<file path="config.mk">
export PLATFORM = sky130hd
export DESIGN_NAME = lcd_timing_ctrl
export DESIGN_NICKNAME = d
export VERILOG_FILES = /design/src/rtl/lcd_pkg.sv /design/src/rtl/lcd_timing_cnt.sv /design/src/rtl/lcd_timing_ctrl.sv
export SDC_FILE = /design/constraint.sdc
export NUM_CORES = 1
export LEC_CHECK = 0
export ABC_CLOCK_PERIOD_IN_PS = 2400
export BUFFER_PORTS_ARGS = -buffer_cell sky130_fd_sc_hd__buf_2
export CAP_MARGIN = 20
export CORE_MARGIN = 8
export CORE_UTILIZATION = 50
export DETAILED_ROUTE_END_ITERATION = 6
export PLACE_DENSITY = 0.82
export SYNTH_ARGS = -nofsm -noshare
export SYNTH_HDL_FRONTEND = slang
export SYNTH_SLANG_ARGS = --single-unit
</file>
<file path="constraint.sdc">
create_clock -name lcd_pclk -period 2.4 [get_ports lcd_pclk]
set_clock_uncertainty 0.15 [all_clocks]
set_input_delay 0.12 -clock lcd_pclk [delete_from_list [all_inputs] [get_ports lcd_pclk]]
set_output_delay 0.12 -clock lcd_pclk [all_outputs]
set_load 0.02 [all_outputs]
</file>
<file path="src/rtl/lcd_pkg.sv">
// Shared types, colour constants and default 480x272 panel timing for the LCD timing controller.
package lcd_pkg;

    localparam int POS_W = 11;

    localparam logic [23:0] WHITE = 24'hFFFFFF;
    localparam logic [23:0] BLACK = 24'h000000;
    localparam logic [23:0] RED   = 24'hFF0000;
    localparam logic [23:0] GREEN = 24'h00FF00;
    localparam logic [23:0] BLUE  = 24'h0000FF;

    typedef enum logic [1:0] {
        IDLE,
        RUN,
        DRAIN
    } lcd_state_t;

    localparam int DEF_H_SYNC  = 41;
    localparam int DEF_H_BACK  = 2;
    localparam int DEF_H_DISP  = 480;
    localparam int DEF_H_FRONT = 2;
    localparam int DEF_V_SYNC  = 10;
    localparam int DEF_V_BACK  = 2;
    localparam int DEF_V_DISP  = 272;
    localparam int DEF_V_FRONT = 2;

endpackage

</file>
<file path="src/rtl/lcd_timing_cnt.sv">
// Horizontal/vertical pixel counters plus the sync, active and request window decode.
module lcd_timing_cnt
    import lcd_pkg::*;
#(
    parameter int H_SYNC  = DEF_H_SYNC,
    parameter int H_BACK  = DEF_H_BACK,
    parameter int H_DISP  = DEF_H_DISP,
    parameter int H_FRONT = DEF_H_FRONT,
    parameter int V_SYNC  = DEF_V_SYNC,
    parameter int V_BACK  = DEF_V_BACK,
    parameter int V_DISP  = DEF_V_DISP,
    parameter int V_FRONT = DEF_V_FRONT
) (
    input  logic             clk,
    input  logic             rst_n,
    input  logic             advance,
    output logic             hs_win,
    output logic             vs_win,
    output logic             v_act,
    output logic             de_win,
    output logic             req_win,
    output logic             frame_last,
    output logic [POS_W-1:0] x_raw,
    output logic [POS_W-1:0] y_raw
);

    localparam logic [POS_W-1:0] H_LAST    = POS_W'(H_SYNC + H_BACK + H_DISP + H_FRONT - 1);
    localparam logic [POS_W-1:0] V_LAST    = POS_W'(V_SYNC + V_BACK + V_DISP + V_FRONT - 1);
    localparam logic [POS_W-1:0] HS_END    = POS_W'(H_SYNC);
    localparam logic [POS_W-1:0] VS_END    = POS_W'(V_SYNC);
    localparam logic [POS_W-1:0] HA        = POS_W'(H_SYNC + H_BACK);
    localparam logic [POS_W-1:0] HA_END    = POS_W'(H_SYNC + H_BACK + H_DISP);
    localparam logic [POS_W-1:0] REQ_START = POS_W'(H_SYNC + H_BACK - 1);
    localparam logic [POS_W-1:0] REQ_END   = POS_W'(H_SYNC + H_BACK + H_DISP - 1);
    localparam logic [POS_W-1:0] VA        = POS_W'(V_SYNC + V_BACK);
    localparam logic [POS_W-1:0] VA_END    = POS_W'(V_SYNC + V_BACK + V_DISP);
    localparam logic [POS_W-1:0] ONE       = POS_W'(1);

    logic [POS_W-1:0] h_cnt;
    logic [POS_W-1:0] v_cnt;
    logic             h_last;
    logic             v_last;

    assign h_last = (h_cnt == H_LAST);
    assign v_last = (v_cnt == V_LAST);

    // Counters sit at the frame origin whenever the controller is idle.
    always_ff @(posedge clk or negedge rst_n) begin
        if (!rst_n) begin
            h_cnt <= '0;
            v_cnt <= '0;
        end else if (!advance) begin
            h_cnt <= '0;
            v_cnt <= '0;
        end else if (h_last) begin
            // NOTE: non-blocking assignments, so v_cnt sees the pre-edge h_cnt like real flops.
            h_cnt <= '0;
            v_cnt <= v_last ? '0 : v_cnt + ONE;
        end else begin
            h_cnt <= h_cnt + ONE;
        end
    end

    assign hs_win     = (h_cnt < HS_END);
    assign vs_win     = (v_cnt < VS_END);
    assign v_act      = (v_cnt >= VA) && (v_cnt < VA_END);
    assign de_win     = v_act && (h_cnt >= HA) && (h_cnt < HA_END);
    assign req_win    = v_act && (h_cnt >= REQ_START) && (h_cnt < REQ_END);
    assign frame_last = h_last && v_last;
    assign x_raw      = h_cnt - REQ_START;
    assign y_raw      = v_cnt - VA;

endmodule

</file>
<file path="src/rtl/lcd_timing_ctrl.sv">
// RGB-panel timing controller: frame-boundary start/stop FSM, sync/DE decode, pixel request and RGB gating.
// Optional LCD_TEST_BORDER_EN adds a test_border input that replaces the picture with a white frame outline.
module lcd_timing_ctrl
    import lcd_pkg::*;
#(
    parameter int H_SYNC  = DEF_H_SYNC,
    parameter int H_BACK  = DEF_H_BACK,
    parameter int H_DISP  = DEF_H_DISP,
    parameter int H_FRONT = DEF_H_FRONT,
    parameter int V_SYNC  = DEF_V_SYNC,
    parameter int V_BACK  = DEF_V_BACK,
    parameter int V_DISP  = DEF_V_DISP,
    parameter int V_FRONT = DEF_V_FRONT
) (
    input  logic             lcd_pclk,
    input  logic             rst_n,
    input  logic             lcd_en,
`ifdef LCD_TEST_BORDER_EN
    input  logic             test_border,
`endif
    input  logic [23:0]      pixel_data,
    output logic [POS_W-1:0] pixel_xpos,
    output logic [POS_W-1:0] pixel_ypos,
    output logic [POS_W-1:0] h_disp,
    output logic [POS_W-1:0] v_disp,
    output logic             data_req,
    output logic             lcd_hs,
    output logic             lcd_vs,
    output logic             lcd_de,
    output logic [23:0]      lcd_rgb,
    output logic             frame_done,
    output logic             busy
);

    lcd_state_t       state;
    lcd_state_t       state_next;
    logic             active;
    logic             hs_win;
    logic             vs_win;
    logic             v_act;
    logic             de_win;
    logic             req_win;
    logic             frame_last;
    logic [POS_W-1:0] x_raw;
    logic [POS_W-1:0] y_raw;

    assign h_disp = POS_W'(H_DISP);
    assign v_disp = POS_W'(V_DISP);
    assign active = (state != IDLE);

    lcd_timing_cnt #(
        .H_SYNC (H_SYNC),
        .H_BACK (H_BACK),
        .H_DISP (H_DISP),
        .H_FRONT(H_FRONT),
        .V_SYNC (V_SYNC),
        .V_BACK (V_BACK),
        .V_DISP (V_DISP),
        .V_FRONT(V_FRONT)
    ) u_cnt (
        .clk       (lcd_pclk),
        .rst_n     (rst_n),
        .advance   (active),
        .hs_win    (hs_win),
        .vs_win    (vs_win),
        .v_act     (v_act),
        .de_win    (de_win),
        .req_win   (req_win),
        .frame_last(frame_last),
        .x_raw     (x_raw),
        .y_raw     (y_raw)
    );

    always_ff @(posedge lcd_pclk or negedge rst_n) begin
        if (!rst_n) begin
            state <= IDLE;
        end else begin
            state <= state_next;
        end
    end

    // Stopping is only honoured at the end of a frame; a re-raised enable while draining resumes seamlessly.
    always_comb begin
        // NOTE: default first, so every path assigns state_next and no latch is inferred.
        state_next = state;
        case (state)
            IDLE:    if (lcd_en) state_next = RUN;
            RUN:     if (!lcd_en) state_next = frame_last ? IDLE : DRAIN;
            DRAIN:   if (lcd_en) state_next = RUN;
                     else if (frame_last) state_next = IDLE;
            default: state_next = IDLE;
        endcase
    end

    always_comb begin
        busy       = active;
        lcd_hs     = 1'b1;
        lcd_vs     = 1'b1;
        lcd_de     = 1'b0;
        data_req   = 1'b0;
        frame_done = 1'b0;
        pixel_xpos = '0;
        pixel_ypos = '0;
        if (active) begin
            lcd_hs     = !hs_win;
            lcd_vs     = !vs_win;
            lcd_de     = de_win;
            data_req   = req_win;
            frame_done = frame_last;
            if (req_win) pixel_xpos = x_raw;
            if (v_act)   pixel_ypos = y_raw;
        end
    end

`ifdef LCD_TEST_BORDER_EN
    localparam logic [POS_W-1:0] X_LAST = POS_W'(H_DISP - 1);
    localparam logic [POS_W-1:0] Y_LAST = POS_W'(V_DISP - 1);

    // Request position delayed one cycle so it lines up with lcd_de.
    logic [POS_W-1:0] x_de;
    logic [POS_W-1:0] y_de;
    logic             on_border;

    always_ff @(posedge lcd_pclk or negedge rst_n) begin
        if (!rst_n) begin
            x_de <= '0;
            y_de <= '0;
        end else begin
            x_de <= pixel_xpos;
            y_de <= pixel_ypos;
        end
    end

    assign on_border = (x_de == '0) || (x_de == X_LAST) || (y_de == '0) || (y_de == Y_LAST);

    always_comb begin
        lcd_rgb = BLACK;
        if (lcd_de) lcd_rgb = test_border ? (on_border ? WHITE : BLACK) : pixel_data;
    end
`else
    always_comb begin
        lcd_rgb = BLACK;
        if (lcd_de) lcd_rgb = pixel_data;
    end
`endif

endmodule

</file>
==> After elaboration in Yosys (flattened, before gate mapping) <==
Index checks and enable logic that the tools add are counted.
{ "op_classes": {"order_cmp": 8, "n_eq_ne": 8, "reduce_logical": 11, "n_mux": 21, "add_sub_neg": 4} }
{ "ops": {"columns": ["cell", "count"], "rows": [
  ["two-way mux 11 bit", 9],
  ["two-way mux 24 bit", 1],
  ["adder 11 x 1 -> 11 bit, second input constant", 2],
  [">= comparator 11 x 6 -> 1 bit, second input constant", 2],
  ["< comparator 11 x 10 -> 1 bit, second input constant", 2],
  ["== test 11 x 10 -> 1 bit, second input constant", 1],
  ["== test 11 x 9 -> 1 bit, second input constant", 1],
  [">= comparator 11 x 4 -> 1 bit, second input constant", 1],
  ["< comparator 11 x 4 -> 1 bit, second input constant", 1],
  ["< comparator 11 x 6 -> 1 bit, second input constant", 1],
  ["< comparator 11 x 9 -> 1 bit, second input constant", 1],
  ["subtractor 11 x 4 -> 11 bit, second input constant", 1],
  ["subtractor 11 x 6 -> 11 bit, second input constant", 1],
  ["two-way mux 2 bit", 5],
  ["logical AND 1 bit", 6],
  ["inequality test 2 bit, second input constant", 3],
  ["case mux 2 bit (3 select lines)", 1],
  ["two-way mux 1 bit", 5],
  ["inequality test 3 bit, second input constant", 1],
  ["AND reduction 3 bit", 1],
  ["== test 2 x 1 -> 1 bit, second input constant", 1],
  ["== test 2 bit, second input constant", 1],
  ["logical NOT 1 bit", 2],
  ["logical NOT 2 bit", 1],
  ["nonzero test 2 bit", 1]
]} }
{ "word_totals": {"word_cells": 55, "in_bits": 27, "regBits": 24} }

==> Depth between registers and ports, before layout <==
{ "depth": {"ltp_word": 6, "depth_mapped": 8, "ltp_nobuf": 6} }

==> Hierarchy <==
Synthesis repeated with hierarchy kept, for this count alone.
{ "unflattened": {"hier_cells": 296, "hier_area_um2": 2386.0} }
{ "by_module_without_submodules": {"columns": ["module", "cells_per_inst", "area_each_um2", "n_inst"], "rows": [
  ["lcd_timing_cnt", 205, 1739.2, 1],
  ["lcd_timing_ctrl", 91, 646.9, 1]
]} }

==> Worst setup path before layout <==
OpenSTA, ideal clock, no wires.
{ "synth_timing": {"path_kind": "register to output", "start": "reg u_cnt.h_cnt[2]", "end": "out pixel_xpos[3]", "path_stages_with_launch": 7, "n_path_buf": 1, "arrival_ns": 2.236, "path_slack_ns": -0.106, "path_cell_list": "dfrtp_1 -> clkbuf_1 -> inv_1 -> ha_1 -> a2111oi_0 -> o221ai_2 -> nor4_1"} }
{ "synth_between": {"elab_chain_cells": 5} }
{ "synth_lines": {"columns": ["item", "line_no", "text"], "rows": [
  ["start: declaration", "lcd_timing_cnt.sv:39", "logic [POS_W-1:0] h_cnt;"],
  ["start signal: assignment", "lcd_timing_cnt.sv:60", "h_cnt <= h_cnt + ONE;"],
  [">= comparator 11 x 6 -> 1 bit", "lcd_timing_cnt.sv:68", "assign req_win = v_act && (h_cnt >= REQ_START) && (h_cnt < REQ_END);"],
  ["logical AND 1 bit (2 in series)", "lcd_timing_cnt.sv:68", null],
  ["two-way mux 11 bit (*)", "lcd_timing_ctrl.sv:110", "if (req_win) pixel_xpos = x_raw;"],
  ["two-way mux 11 bit (*)", "lcd_timing_ctrl.sv:104", "if (active) begin"],
  ["end: declaration", "lcd_timing_ctrl.sv:22", "output logic [POS_W-1:0] pixel_xpos,"]
]} }
Mark *: on every way between the ends. The rest lies on a longest branch, timed or not.

==> Worst setup path after layout <==
{ "layout_timing": {"start": "reg u_cnt.v_cnt[4]", "end": "out lcd_rgb[5]"} }
{ "layout_between": {"elab_chain_cells": 6} }
{ "layout_lines": {"columns": ["item", "line_no", "text"], "rows": [
  ["start: declaration", "lcd_timing_cnt.sv:40", "logic [POS_W-1:0] v_cnt;"],
  ["start signal: assignment", "lcd_timing_cnt.sv:58", "v_cnt <= v_last ? '0 : v_cnt + ONE;"],
  [">= comparator 11 x 4 -> 1 bit / < comparator 11 x 9 -> 1 bit (equally long branches)", "lcd_timing_cnt.sv:66", "assign v_act = (v_cnt >= VA) && (v_cnt < VA_END);"],
  ["logical AND 1 bit (*)", "lcd_timing_cnt.sv:66", null],
  ["logical AND 1 bit (*) (2 in series)", "lcd_timing_cnt.sv:67", "assign de_win = v_act && (h_cnt >= HA) && (h_cnt < HA_END);"],
  ["two-way mux 1 bit (*)", "lcd_timing_ctrl.sv:104", null],
  ["two-way mux 24 bit (*)", "lcd_timing_ctrl.sv:143", "if (lcd_de) lcd_rgb = pixel_data;"],
  ["end: declaration", "lcd_timing_ctrl.sv:30", "output logic [23:0] lcd_rgb,"]
]} }
Marks and branches as above.

==> reports/metrics.cfg <==
[critical_path]
cp.required_ps = 2130
critPathMaxFanout = 7
cp-end-kind = primary output
startpoint = u_cnt.v_cnt[4]$_DFFE_PN0P_
worstReg2RegStart = u_cnt.h_cnt[0]$_DFF_PN0_
reg2reg_to = u_cnt.v_cnt[9]$_DFFE_PN0P_
endpoint = lcd_rgb[5]
cp_cell_sequence = buf_6, and3_4, o41ai_4, o311ai_4, buf_8, clkbuf_16, nor4b_2, buf_4
rr_worst_depth = 6
timing.reg2reg.setup_slack_ps = 170
cp.arrival_ps = 2420
slowest_stage = dfrtp_1
critPathLaunchType = register
timing_worst_setup_path_type = register to primary output
crit_path_max_incr_delay_ps = 400

[timing]
slew_viol_final = 0
slew_headroom = 0.636
period_share = 1.12
setup_slack_ps = -286
hold_violations = 0
fin_crit_ps = 2690
whs_ps = 233
timing.fmax_mhz = 372
finalSetupViolations = 48
grt_setup_unrepaired = true
worstMarginPinSlew_ps = 545

[global_routing]
grtUsageTotal = 0.198
grt_max_degree = 26
overflow = 0
antenna_found_initial = 0
grt_pass1_vias = 2495
grt_pass1_wl_um = 12300

[placement]
placed_cells = 441
dpl_cell_area_sq_mm = 0.00310
portBuffers = 78
hpwl_um = 5560
place.gp.congestion = 0.870
dp_slack_ps = 39.6

[job]
max_cap_violations = 0

[route]
wl_per_cell_um = 19.7
dr.pass1.iters = 4
remaining_drc_errors = 0
drt_wl_total_um = 9000
vias = 2684
initialDrtViolationCount = 278
ant_nets = 0
viasPerCell = 5.89

[floorplanning]
fp.dieH_um = 87.7
initial_core_util = 0.510
dieArea_sq_mm = 0.00770
core_area_sq_mm = 0.00504
dieWidth_um = 87.7
io_pins = 101
fp-row-count = 26

[final_layout]
antenna_cells = 0
regArea_sq_um = 604
fin_area_sq_mm = 0.00369
final_nets = 423
multi_input_area_sq_mm = 0.00193
fin_cells = 456
syn_to_final_growth_pct = 43.6
drive_above_1_share = 0.461
fillCellCount = 311

[clock_tree]
clk_pin_slew_worst_paths_ps = 90
cts_root_buffer = clkbuf_8
cts-buffers-inserted = 3
htreeDepth = 1
clk_latency_ps = 270
clockBufferDepth = 2
clkSinkCount = 24
cts_tree = done

[synth]
synthCells = 290
synth_seq_area_share = 0.233
synth-seq-cells = 24
netlist_area_sq_mm = 0.00257
synth.avg_cell_area_sq_um = 8.87
async_flop_share = 1.00
synth_edf_count = 0
synth.distinct_cells = 55
yosys_warnings = 0
synth-main-ff-cell = dfrtp_1

[power]
p_leak_uw = 0.00168
p_per_area_mw_per_mm2 = 320
peakVddDrop_v = 0.000206

[status]
status = complete, but fails checks
violations = negative setup slack

[min_path]
hold_class = primary input to asynchronous set/reset pin

## area by class of cell
type	count	area share
multi-input combinational	232	0.522
timing repair buffer	120	0.270
sequential	24	0.164
tap	70	0.0237
clock buffer	4	0.0149
inverter	6	0.00610
## power breakdown
| group | switching [uW] | total (uW) | leakage [uW] | internal (uW) |
|---|---|---|---|---|
| Sequential | 48.8 | 485 | 0.000322 | 436 |
| Combinational | 264 | 420 | 0.00133 | 156 |
| Clock | 129 | 276 | 0.0000288 | 147 |
| Total | 442 | 1180 | 0.00168 | 739 |
## layout by cell type (no fill, tap or decap), types with 11 or more instances in the layout
cell / n
buf_4: 62
nor4b_2: 15
a21oi_1: 11
nor2_1: 17
nand2_1: 15
nor3_1: 12
dfrtp_1: 21
conb_1: 22
o21ai_0: 11
buf_2: 38
## stage by stage
step	power, uW	setup TNS, ps	utilization
after floorplan	748	-524	-
after global placement	843	0	0.615
after detailed placement	853	0	0.615
after CTS	1140	-7310	0.673
after global routing	1240	-13440	0.733
final	1180	-10190	0.733
## synth_stat cells (all sizes together), types with 8 or more instances
library cell	number	area, sq um
a21oi	12	63.8
buf	36	270
clkbuf	12	45.0
dfrtp	24	601
ha	9	113
nand2	15	56.3
nor2	18	67.6
nor3	22	130
nor4b	24	329
o21ai	13	68.8
or3	11	73.8
xnor2	8	70.1
xor2	9	78.8
## flip-flops by register name, summed over array words and instances, names as in the netlist
signal / flops
state: 2
u_cnt.h_cnt: 11
u_cnt.v_cnt: 11
## timing repair
| action | 4_1_cts | 5_1_grt |
|---|---|---|
| setup buffers | 1 | 2 |
| endpoints found under the setup margin | 48 | 48 |
| resized for setup | 44 | 42 |
| hold buffers | 2 | 0 |
| hold endpoints to repair | 26 | 0 |
| gates cloned | 3 | 3 |
| pin swaps | 2 | 11 |
## worst max-delay path, delay by kind of cell (launching register included)
kind	cells	cell delay, ps
buf+inv	4	720
simple gates	2	520
compound gates	2	500
flops	1	400
## layer usage
metal / vias to the layer above / global-route usage / wire [um]
li1: 1225 / - / -
met4: 0 / 0.0656 / 246
met2: 160 / 0.360 / 4690
met3: 19 / 0.0394 / 755
met1: 1280 / 0.223 / 3310
met5: - / 0 / 0
## cells by family after synthesis
logic type	count (synthesis)	share of synthesized area
AOI/OAI and AO/OA	53	0.169
DFF	24	0.233
buffers and inverters	54	0.131
other	2	0.00292
adders and majority gates	9	0.0438
and+or+nand+nor	131	0.362
xor gates and xnor gates	17	0.0579
## worst min-delay path by stage
stage	slack, ps	cells after the start	end
final	230	2	u_cnt.v_cnt[9]$_DFFE_PN0P_
after global routing	260	2	u_cnt.v_cnt[10]$_DFFE_PN0P_
after CTS	220	2	u_cnt.v_cnt[9]$_DFFE_PN0P_
after detailed placement	-30	1	u_cnt.v_cnt[9]$_DFFE_PN0P_
after global placement	-30	1	u_cnt.v_cnt[9]$_DFFE_PN0P_
after floorplan	-330	0	state[0]$_DFFE_PN0P_
Power figures use the tool's default switching activity.
